$ cat src/rtl/flag_cond_pkg.sv
// Shared definitions for the adder flag consumer: condition codes, FSM states
// and bit positions inside the held status vector.
package flag_cond_pkg;

  typedef enum logic [1:0] {
    EMPTY = 2'd0,
    HOLD  = 2'd1,
    BUSY  = 2'd2
  } state_e;

  localparam logic [3:0] COND_EQ = 4'd0;
  localparam logic [3:0] COND_NE = 4'd1;
  localparam logic [3:0] COND_CS = 4'd2;
  localparam logic [3:0] COND_CC = 4'd3;
  localparam logic [3:0] COND_MI = 4'd4;
  localparam logic [3:0] COND_PL = 4'd5;
  localparam logic [3:0] COND_VS = 4'd6;
  localparam logic [3:0] COND_VC = 4'd7;
  localparam logic [3:0] COND_PE = 4'd8;
  localparam logic [3:0] COND_PO = 4'd9;
  localparam logic [3:0] COND_LT = 4'd10;
  localparam logic [3:0] COND_GE = 4'd11;
  localparam logic [3:0] COND_GT = 4'd12;
  localparam logic [3:0] COND_LE = 4'd13;
  localparam logic [3:0] COND_AL = 4'd14;
  localparam logic [3:0] COND_NV = 4'd15;

  // status = {overflow, zero, parity, sign, carry}
  localparam int ST_C = 0;
  localparam int ST_S = 1;
  localparam int ST_P = 2;
  localparam int ST_Z = 3;
  localparam int ST_V = 4;

endpackage

$ cat src/rtl/flag_cond_unit_cond_eval.sv
// Combinational condition-code evaluator over the held status flags.
module cond_eval
  import flag_cond_pkg::*;
(
  input  logic [4:0] status_i,
  input  logic [3:0] cond_code_i,
  output logic       cond_true_o
);

  logic c, s, p, z, v, lt;

  assign c  = status_i[ST_C];
  assign s  = status_i[ST_S];
  assign p  = status_i[ST_P];
  assign z  = status_i[ST_Z];
  assign v  = status_i[ST_V];
  assign lt = s ^ v;

  always_comb begin
    cond_true_o = 1'b0;
    case (cond_code_i)
      COND_EQ: cond_true_o = z;
      COND_NE: cond_true_o = !z;
      COND_CS: cond_true_o = c;
      COND_CC: cond_true_o = !c;
      COND_MI: cond_true_o = s;
      COND_PL: cond_true_o = !s;
      COND_VS: cond_true_o = v;
      COND_VC: cond_true_o = !v;
      COND_PE: cond_true_o = p;
      COND_PO: cond_true_o = !p;
      COND_LT: cond_true_o = lt;
      COND_GE: cond_true_o = !lt;
      COND_GT: cond_true_o = !z && !lt;
      COND_LE: cond_true_o = z || lt;
      COND_AL: cond_true_o = 1'b1;
      COND_NV: cond_true_o = 1'b0;
      default: cond_true_o = 1'b0;
    endcase
  end

endmodule

$ cat src/rtl/flag_cond_unit.sv
// Captures adder results and flags, cross-checks derivable flags, answers
// condition-code queries and keeps sticky/counted overflow statistics.
module flag_cond_unit
  import flag_cond_pkg::*;
#(
  parameter int WIDTH = 16,
  parameter int CNT_W = 8
) (
  input  logic             clk,
  input  logic             rst_n,
  input  logic             res_valid,
  output logic             res_ready,
  input  logic [WIDTH-1:0] res_z,
  input  logic             res_carry,
  input  logic             res_sign,
  input  logic             res_parity,
  input  logic             res_zero,
  input  logic             res_overflow,
  input  logic             cond_req,
  input  logic [3:0]       cond_code,
  output logic             cond_ack,
  output logic             cond_true,
  output logic             cond_err,
  output logic             flags_valid,
  output logic [4:0]       status,
  output logic [WIDTH-1:0] z_hold,
  output logic             flag_err,
  output logic             sticky_ovf,
  output logic [CNT_W-1:0] ovf_count,
  input  logic             clr_sticky
);

  state_e           state_q, state_d;
  logic             flags_valid_q, flags_valid_d;
  logic [4:0]       status_q, status_d;
  logic [WIDTH-1:0] z_hold_q, z_hold_d;
  logic             flag_err_q, flag_err_d;
  logic             sticky_ovf_q, sticky_ovf_d;
  logic [CNT_W-1:0] ovf_count_q, ovf_count_d;
  logic             cond_ack_q, cond_ack_d;
  logic             cond_true_q, cond_true_d;
  logic             cond_err_q, cond_err_d;

  logic capture, query, eval_true, inconsistent;

  assign res_ready = (state_q != BUSY);
  assign capture   = res_valid && res_ready;
  assign query     = cond_req && (state_q != BUSY);

  // Queries always see the flags held before this edge, even on a same-cycle capture.
  cond_eval u_cond_eval (
    .status_i    (status_q),
    .cond_code_i (cond_code),
    .cond_true_o (eval_true)
  );

  assign inconsistent = (res_zero != (res_z == '0))
                      | (res_sign != res_z[WIDTH-1])
                      | (res_parity != (^res_z));

  always_comb begin
    state_d       = state_q;
    flags_valid_d = flags_valid_q;
    status_d      = status_q;
    z_hold_d      = z_hold_q;
    flag_err_d    = flag_err_q;
    sticky_ovf_d  = sticky_ovf_q;
    ovf_count_d   = ovf_count_q;
    cond_ack_d    = query;
    cond_true_d   = query && flags_valid_q && eval_true;
    cond_err_d    = query && !flags_valid_q;

    if (query)
      state_d = BUSY;
    else if (state_q == BUSY)
      state_d = flags_valid_q ? HOLD : EMPTY;
    else if (capture)
      state_d = HOLD;

    if (capture) begin
      flags_valid_d = 1'b1;
      z_hold_d      = res_z;
      status_d      = {res_overflow, res_zero, res_parity, res_sign, res_carry};
    end

    // Clearing wins over any statistic update in the same cycle.
    if (clr_sticky) begin
      flag_err_d   = 1'b0;
      sticky_ovf_d = 1'b0;
      ovf_count_d  = '0;
    end else if (capture) begin
      if (inconsistent)
        flag_err_d = 1'b1;
      if (res_overflow) begin
        sticky_ovf_d = 1'b1;
        if (ovf_count_q != '1)
          ovf_count_d = ovf_count_q + CNT_W'(1);
      end
    end
  end

  always_ff @(posedge clk or negedge rst_n) begin
    if (!rst_n) begin
      state_q       <= EMPTY;
      flags_valid_q <= 1'b0;
      status_q      <= '0;
      z_hold_q      <= '0;
      flag_err_q    <= 1'b0;
      sticky_ovf_q  <= 1'b0;
      ovf_count_q   <= '0;
      cond_ack_q    <= 1'b0;
      cond_true_q   <= 1'b0;
      cond_err_q    <= 1'b0;
    end else begin
      state_q       <= state_d;
      flags_valid_q <= flags_valid_d;
      status_q      <= status_d;
      z_hold_q      <= z_hold_d;
      flag_err_q    <= flag_err_d;
      sticky_ovf_q  <= sticky_ovf_d;
      ovf_count_q   <= ovf_count_d;
      cond_ack_q    <= cond_ack_d;
      cond_true_q   <= cond_true_d;
      cond_err_q    <= cond_err_d;
    end
  end

  assign flags_valid = flags_valid_q;
  assign status      = status_q;
  assign z_hold      = z_hold_q;
  assign flag_err    = flag_err_q;
  assign sticky_ovf  = sticky_ovf_q;
  assign ovf_count   = ovf_count_q;
  assign cond_ack    = cond_ack_q;
  assign cond_true   = cond_true_q;
  assign cond_err    = cond_err_q;

endmodule

$ cat config.mk
export PLATFORM = sky130hd
export DESIGN_NAME = flag_cond_unit
export DESIGN_NICKNAME = d
export VERILOG_FILES = /design/src/rtl/flag_cond_pkg.sv /design/src/rtl/flag_cond_unit_cond_eval.sv /design/src/rtl/flag_cond_unit.sv
export SDC_FILE = /design/constraint.sdc
export NUM_CORES = 1
export LEC_CHECK = 0
export ABC_CLOCK_PERIOD_IN_PS = 4000
export BUFFER_PORTS_ARGS = -buffer_cell sky130_fd_sc_hd__buf_2
export CAP_MARGIN = 20
export CORE_UTILIZATION = 31
export DETAILED_ROUTE_END_ITERATION = 8
export PLACE_DENSITY = 0.55
export SLEW_MARGIN = 20
export SYNTH_ARGS = -nofsm -noshare
export SYNTH_HDL_FRONTEND = slang
export SYNTH_SLANG_ARGS = --single-unit
$ cat constraint.sdc
create_clock -name clk -period 4 [get_ports clk]
set_input_delay 0 -clock clk [delete_from_list [all_inputs] [get_ports clk]]
set_output_delay 0 -clock clk [all_outputs]
set_load 0.01 [all_outputs]
==> results summary, run 1 <==
The flow ran to the end, and the final reports show no timing, DRC or antenna violations. The initial cell density of the core came out at 0.327. The growth of design area from synthesis to finish came out at 36.3%. For the final routed database, the setup TNS stands at 0 ps. The final critical path time including I/O delays and setup is 1840 ps.

The post-detailed-routing wire length came out at around 3.8 mm. At the end of routability-driven placement, the weighted congestion stood at 0.740. The total half-perimeter wirelength after legalization and detailed placement is 2.74 mm. The combined area of the multi-input logic cells came out at 795 um^2. The clock net sink count came out at 37. The slack of the worst reg-to-reg path came out at 2320 ps. After synthesis, the mean cell area works out to 10.0 um^2. STA classifies the critical path endpoint as a flip-flop.

After detailed routing, the number of remaining DRC violations is 0. Measured along the x axis, the die boundary spans 78.7 um. The overall overflow remaining after global route came out at 0. The transition time of the tightest slew-check pin is about 840 ps. The mapped cell area came out at ~1800 um^2.

The share of the clock period used by the worst path came out at 0.459. For this run, the post-layout net count is 306. The first-pass GRT wire length is 6.47 mm. The startpoint identified for the worst register-to-register timing path is state_q[0]. The number of antenna violations at the first check in global routing is 0. At the end of the flow the core is filled with cells to 0.446. The synthesized flop and latch total came out at 37.

Across all layers, the routed design uses between 1000 and 1500 vias. STA puts the critical path data required time at 4210 ps. The core region is ~5600 um^2. TritonCTS built the clock tree. After synthesis, the most frequently instantiated cells are dfrtp_1 (37), nand2_1 (28), inv_1 (20). The count of flip-flops with a built-in enable after synthesis came out at 0.

The detail-routed net length per standard cell is 11.3 um. The sequential element share of the synthesized area came out at 0.507. The count of buffers inserted at the top-level ports is 65.

The fraction of final layout cells sized beyond drive strength 1 is 0.300. The worst-path maximum fanout is 2. The worst setup path is of the in2reg kind.

Between clock sinks in the finished design, the worst skew comes to 2.95 ps. The area enclosed by the die boundary is 6200 um^2. The setup slack at placement came out at 1970 ps. The count of final hold-check violations is 0.

The total routing usage reported by global routing is 0.135. The depth of the worst register-to-register path is 3. In the synthesized netlist the async set-or-reset flop fraction comes to 1.00.

STA classifies the critical path startpoint as a primary input. The number of iterations in the first detailed-routing pass came out at 4. The number of diodes is 0.

The per-cell via count in the routed design is 4.35. Measured against its own limit, the worst slew margin works out to 0.442. The share of synthesized area in the top cell type comes to 0.507. The number of top-level pins is 66.

Setup violations remaining at the end of the flow were counted as 0. In this run the core area contains 27 standard-cell rows. The maximum resistive drop on vdd is 0.172 mV. The number of max-slew violations in the final report is 0. The number of CTS-inserted buffers came out at 5.

In the post-route analysis, the smallest setup slack over all paths is 2160 ps. The detail route stage leaves a number of antenna-violating nets equal to 0. The maximum clock frequency came out at 545 MHz. The number of buffers between clock root and the deepest sink came out at 2. For the worst setup path, the data arrival time is 2050 ps. The register area is 926 um^2. The static leakage power came out at 1.25 nW. The instance count of the mapped netlist came out at 182.

The net count after synthesis came out at 221. The number of global-route vias before repair came out at ~1400. Setup repair after global routing left no endpoint under its margin. Counting instances, the worst hold path has a depth of 3. The endpoint identified for the worst register-to-register timing path is status[0].

After clock tree synthesis, the clock-pin slew on the worst setup and hold paths is 70 ps. The type of the worst min-delay path is in2reg. The largest total area in the synthesized netlist belongs to dfrtp_1. For hold timing, the worst endpoint is z_hold[8].

The latest clock arrival within the worst-skew pair came out at between 200 and 300 ps. By area the synthesized netlist is led by dfrtp_1 (51%), ha_1 (6.2%), nand2_1 (5.8%), xnor2_1 (5.8%), o21ai_0 (5.2%). Among all cell types in the netlist, the one instantiated most often is dfrtp_1. The deepest level of the CTS H-tree is 2.

The number of violations reported at the end of detailed-routing iteration 0 came out at 52. Yosys printed 0 warnings. The post-synthesis cell type count came out at 35. The vertical die dimension is 78.7 um. The number of max-cap violations is 0. The power density of the placed cells is 461 nW/um^2.

Power comes to 0.00115 W. In the synthesized netlist the dominant register cell turns out to be dfrtp_1. The critical hold path startpoint is res_z[8]. The number of cells upsized or downsized after cts is 0.

The tree is rooted in a clkbuf_8. After filler insertion, the fill cell instance count of the layout stands at 549. The pin count of the biggest net entering global routing came out at 40.
-- report_power, final --
| group | internal [W] | total [W] | switching, W |
|---|---|---|---|
| registers | 0.000465 | 0.000521 | 0.0000559 |
| clock network | 0.000137 | 0.000261 | 0.000124 |
| logic | 0.000172 | 0.000365 | 0.000193 |
-- cell usage in the layout, fill, tap and decap left out, types with 6 or more instances in the layout --
master | Yosys | final
clkbuf_8 | 0 | 6
o21ai_0 | 19 | 19
dfrtp_1 | 37 | 37
inv_1 | 20 | 20
a21oi_1 | 6 | 6
dlygate4sd3_1 | 0 | 19
buf_2 | 2 | 65
ha_1 | 9 | 9
xnor2_1 | 12 | 12
nand2_1 | 28 | 27
nor2_1 | 12 | 12
-- kinds of logic (layout without fill, tap and decap cells) --
family / Yosys count / after routing / share of synthesized area
DFF: 37 / 37 / 0.507
and+or+nand+nor: 59 / 59 / 0.158
buffers and inverters: 26 / 111 / 0.0589
xor gates and xnor gates: 16 / 16 / 0.0843
AOI/OAI and AO/OA: 30 / 30 / 0.0912
muxes: 5 / 5 / 0.0391
adders and majority gates: 9 / 9 / 0.0617
-- metal layers --
metal / global-route usage / vias up / wire length (um) / part of all wire
met2: 0.213 / 45 / 1710 / 0.45
met1: 0.175 / 658 / 1860 / 0.49
met3: 0.0322 / 5 / 203 / 0.053
li1: - / 767 / - / -
met5: 0 / - / 0 / 0
met4: 0.0556 / 0 / 55 / 0.014
-- worst max-delay path: stages --
cell           delay, ps
dlygate4sd3_1        530
buf_2                100
inv_1                 40
ha_1                 290
xor2_1               150
xnor3_1              430
xnor2_1              150
a31o_1               220
a21oi_1              130
-- state kept, by name (all words and copies together), names as in the netlist --
signal       flops
status           5
flag_err         1
state_q          2
z_hold          16
cond_true        1
ovf_count        8
cond_err         1
flags_valid      1
sticky_ovf       1
cond_ack         1
-- worst max path at each step --
stage	endpoint	from	cells past startpoint	slack, ps
after floorplan	ovf_count[2]	ovf_count[0]	6	2520
after global placement	status[2]	state_q[0]	3	2030
after detailed placement	status[0]	state_q[0]	3	1970
after CTS	status[0]	state_q[0]	3	1950
after global routing	flag_err	res_z[13]	9	2050
final	flag_err	res_z[10]	9	2160
-- cell type report --
class / count / area share
Inverter: 20 / 0.0302
Clock buffer: 7 / 0.0347
Multi-Input combinational cell: 119 / 0.319
Timing Repair Buffer: 84 / 0.207
Tap cell: 72 / 0.0362
Sequential cell: 37 / 0.372
-- timing repair --
action | CTS | global route
hold buffers | 18 | 1
endpoints found under the hold margin | 57 | 1
setup buffers | 0 | 0
-- metrics by stage --
step	instances	instance area, um^2	hold WS (ps)
3_5_place_dp	313	2210	159
4_1_cts	338	2470	1.50
3_3_place_gp	313	2210	149
6_report	339	2490	11.8
5_1_grt	339	2490	17.7
2_1_floorplan	182	1830	-296
Power figures use the tool's default switching activity.
==> run 2: changes to the inputs <==
- ABC_AREA: unset -> 1
- ABC_CLOCK_PERIOD_IN_PS: 4000 -> 1900
- PLACE_DENSITY: 0.55 -> 0.54
- clock period: 4 -> 1.9 ns (I/O delays scaled with it)
==> run 2 against run 1 <==
Effect of this change: the run now ends with design-rule violations left; first-iteration DRC count down 21%; worst hold slack gained 15 ps; final cell count increased by 31%; area after synthesis rose by 14%; global-route usage rose by 1.2 points; sequential share of layout area decreased by 4.3 points.
==> results summary, run 2 <==
The flow ran to the end, but the final reports show violations. The final reports fail on design-rule violations. Of the cells placed in the final design, the portion with a size suffix greater than 1 is 0.239.

The worst setup path is captured at a flip-flop. The share of Yosys cell area claimed by the top area cell type is 0.446. The clock net sink count is 37. The area enclosed by the die boundary came out at 7040 um^2. The critical path in this run is classified as reg2reg. The number of diodes came out at 0. The count of cells along the worst hold path came out at 4. The most common cell in the synthesized netlist is nand2_1. The area of placed instances is 2510 um^2. The met3 global-route usage came out at 0.0277. Walking the worst path, the cells encountered are ha_1, nand3_2, nor2_2, nand2_2, nor2_4, nand2_2, nand2_4, nand2_4, clkinv_2, nor2_1, o21a_1.

The count of final hold-check violations came out at 0. Synthesis produced a netlist whose cell count is 276. The max-slew headroom at the worst pin came out at 0.707. Measured along the y axis, the die boundary spans 83.9 um. The number of buffers between clock root and the deepest sink is 2. The post-detailed-routing wire length came out at around 4.8 mm. The final instance area came out at around 2800 um^2.

The end point of the critical path is ovf_count[6]. The number of endpoints failing setup at the final stage is 0. The worst endpoint data arrival time came out at 1820 ps.

The core outline area came out at 6420 um^2. The count of antenna-violating nets left after detailed routing came out at 0. The placement row count came out at 29.

The most used flip-flop cell after synthesis is dfrtp_1. The final critical path time including I/O delays and setup is 1640 ps. The worst setup path is launched from a flip-flop.

Before antenna repair, the detailed router went through 6 iterations. The number of design rule violations left after detail routing is 10. The horizontal die dimension is between 80 and 90 um.

The depth of the worst register-to-register path came out at 11. The largest total area in the synthesized netlist belongs to dfrtp_1. The cell at the root of the clock tree is clkbuf_8. The share of the clock period used by the worst path is 0.864.

Along the worst path, the maximum fanout reaches 5. The initial cell density of the core is 0.324. Fill cells in the final layout number 671. The clock transition at the register clock pins on the worst setup and hold paths after CTS is 70 ps. For this run, the top clock speed supported by timing is between 600 and 700 MHz. Summed over all cells, the static leakage comes to between 1.5 and 2 nW. After the first detailed-routing iteration, the DRC count stood at about 40. The total routing usage reported by global routing is 0.147.

Synthesis inferred 37 register bits. The post-synthesis cell type count came out at 28. The slowest stage of the critical path is the dfrtp_1 cell. The number of global-route vias before repair is 1864. The slack of the worst reg-to-reg path is 260 ps. Ranked by total cell area, the synthesized netlist is headed by dfrtp_1 (45%), nand2_1 (15%), inv_1 (7.9%), ha_1 (5.4%), o21ai_1 (5.1%). The total overflow left after global routing is 0.

In the final routed layout, each cell accounts on average for 10.8 um. Setup repair after global routing left no endpoint under its margin. The number of max-slew violations in the final report came out at 0.

The maximum resistive drop on vdd is 0.239 mV. In the synthesized netlist the async set-or-reset flop fraction comes to 1.00. The worst flop-to-flop path startpoint is ovf_count[0]. The final setup skew came out at 5.95 ps.

Sorting the synthesized cells by how often they occur yields nand2_1 (85), inv_1 (44), dfrtp_1 (37). The net count of the finished layout is between 400 and 500. The transition time of the tightest slew-check pin is 440 ps.

The per-cell via count in the routed design came out at 4.40. The routed layout has approximately 2000 vias. Yosys printed 0 warnings. The number of standard cells in the layout, taps in and fillers out came out at 445. Entering global routing, the biggest net connects 35 pins. Counting flops with a built-in enable in the synthesized netlist gives 0.

Summed over all failing endpoints, the final setup total negative slack is 0 ps. Leaving out fill and tap cells, the most frequent cell in the layout is nand2_1. The first global-routing pass estimated 8.32 mm of wire.

In this design, the stage delay of the slowest critical-path cell is 390 ps. The sequential element share of the synthesized area came out at 0.446. The mapped cell area came out at 2080 um^2. The post-CTS setup-driven buffer insertion count is 0. TritonCTS built the clock tree. The flip-flop count of the largest register after layout came out at 16.

The worst flop-to-flop path endpoint is ovf_count[6]. The timing startpoint of the critical path is ovf_count[0]. The placed cell count came out at 416. The number of antenna violations at the first check in global routing is 0.

The latest clock arrival within the worst-skew pair is roughly 280 ps. The number of max-cap violations came out at 0. The global placer's final weighted congestion is 0.841. During placement, the flow inserted port buffers numbering 65. The min-delay analysis places its worst path in the category in2reg. The global routing stage identified its most utilized layer as met2. The data required time at the worst endpoint is 2080 ps.

Relative to the synthesized area, the layout overhead comes to 35.4%. Counting the buffers created by CTS gives 5. Synthesis produced a netlist with a net count of 315. The power density of the placed cells came out at 693 nW/um^2. Each instance of the synthesized netlist takes up on average ~7.5 um^2. The number of top-level pins came out at 66. The H-tree generated during clock tree synthesis spans 2 levels. The total half-perimeter wirelength after legalization and detailed placement is 3.62 mm. For this run, global-route usage on met2 was measured as 0.259. The library cells used most frequently in the layout, excluding fill and tap cells, are nand2_1 (85), buf_2 (65), inv_1 (44), dfrtp_1 (37), dlygate4sd3_1 (23). The met1 track demand over resource came out at 0.179.
## run 2: changes by cell type after synthesis, sizes merged, moves of 4 or more
cell   previous run  this run
inv              20        49
mux2              4         0
nand2            28        89
nand3             3        10
nor2             12        24
o21ai            19        27
xnor2            12         2
## run 2: cell families after synthesis
group,Yosys count,share of synthesized area
buffers and inverters,54,0.0993
and+or+nand+nor,129,0.266
xor gates and xnor gates,7,0.0295
DFF,37,0.446
adders and majority gates,9,0.0542
muxes,1,0.00482
AOI/OAI and AO/OA,39,0.101
## run 2: worst min path at each step
stage	startpoint	end	slack, ps
4_1_cts	res_z[15]	z_hold[15]	20
2_1_floorplan	rst_n	cond_ack	-300
3_5_place_dp	rst_n	ovf_count[3]	-20
3_3_place_gp	rst_n	ovf_count[2]	-30
5_1_grt	res_z[15]	z_hold[15]	20
6_report	res_valid	state_q[1]	30
## run 2: layer usage
layer  part of all wire  vias to the layer above
met5                  0                        -
met4              0.013                        0
met3              0.032                        6
met2               0.49                       39
met1               0.46                      879
li1                   -                     1033
## run 2: critical path: cells and delay by family (launching register included)
family / cells / cell delay (ps)
flops: 1 / 390
buf+inv: 1 / 80
fa+ha+maj: 1 / 220
compound gates: 1 / 160
simple gates: 8 / 680
## run 2: what timing repair did
action                                  in CTS  in global routing
hold buffers                                23                  0
gates resized for setup                      0                  0
endpoints found under the setup margin       0                  0
endpoints found under the hold margin       42                  0
## run 2: area by class of cell
cell class | count | area [um^2] | share of cell area
clock buffer | 5 | 68.8 | 0.0245
clock inverter | 1 | 5.00 | 0.00178
inverter | 50 | 189 | 0.0671
multi-input combinational | 185 | 946 | 0.336
sequential | 37 | 926 | 0.329
tap | 77 | 96.3 | 0.0342
timing repair buffer | 90 | 583 | 0.207
## run 2: power by group
part / switching [W] / internal, W
clock: 0.000262 / 0.000241
combinational: 0.000294 / 0.000230
sequential: 0.0000530 / 0.000871
## run 2: per-stage QoR
step | hold WS (ps) | utilization | power (W) | worst slack [ps]
global route | 23.1 | 0.438 | 0.00211 | 59.8
finish | 26.9 | 0.438 | 0.00195 | 258
CTS | 15.7 | 0.438 | 0.00200 | 259
detailed placement | -23.3 | 0.391 | 0.00144 | 270
global placement | -31.0 | 0.391 | 0.00143 | 353
floorplan | -296 | - | 0.00124 | 361
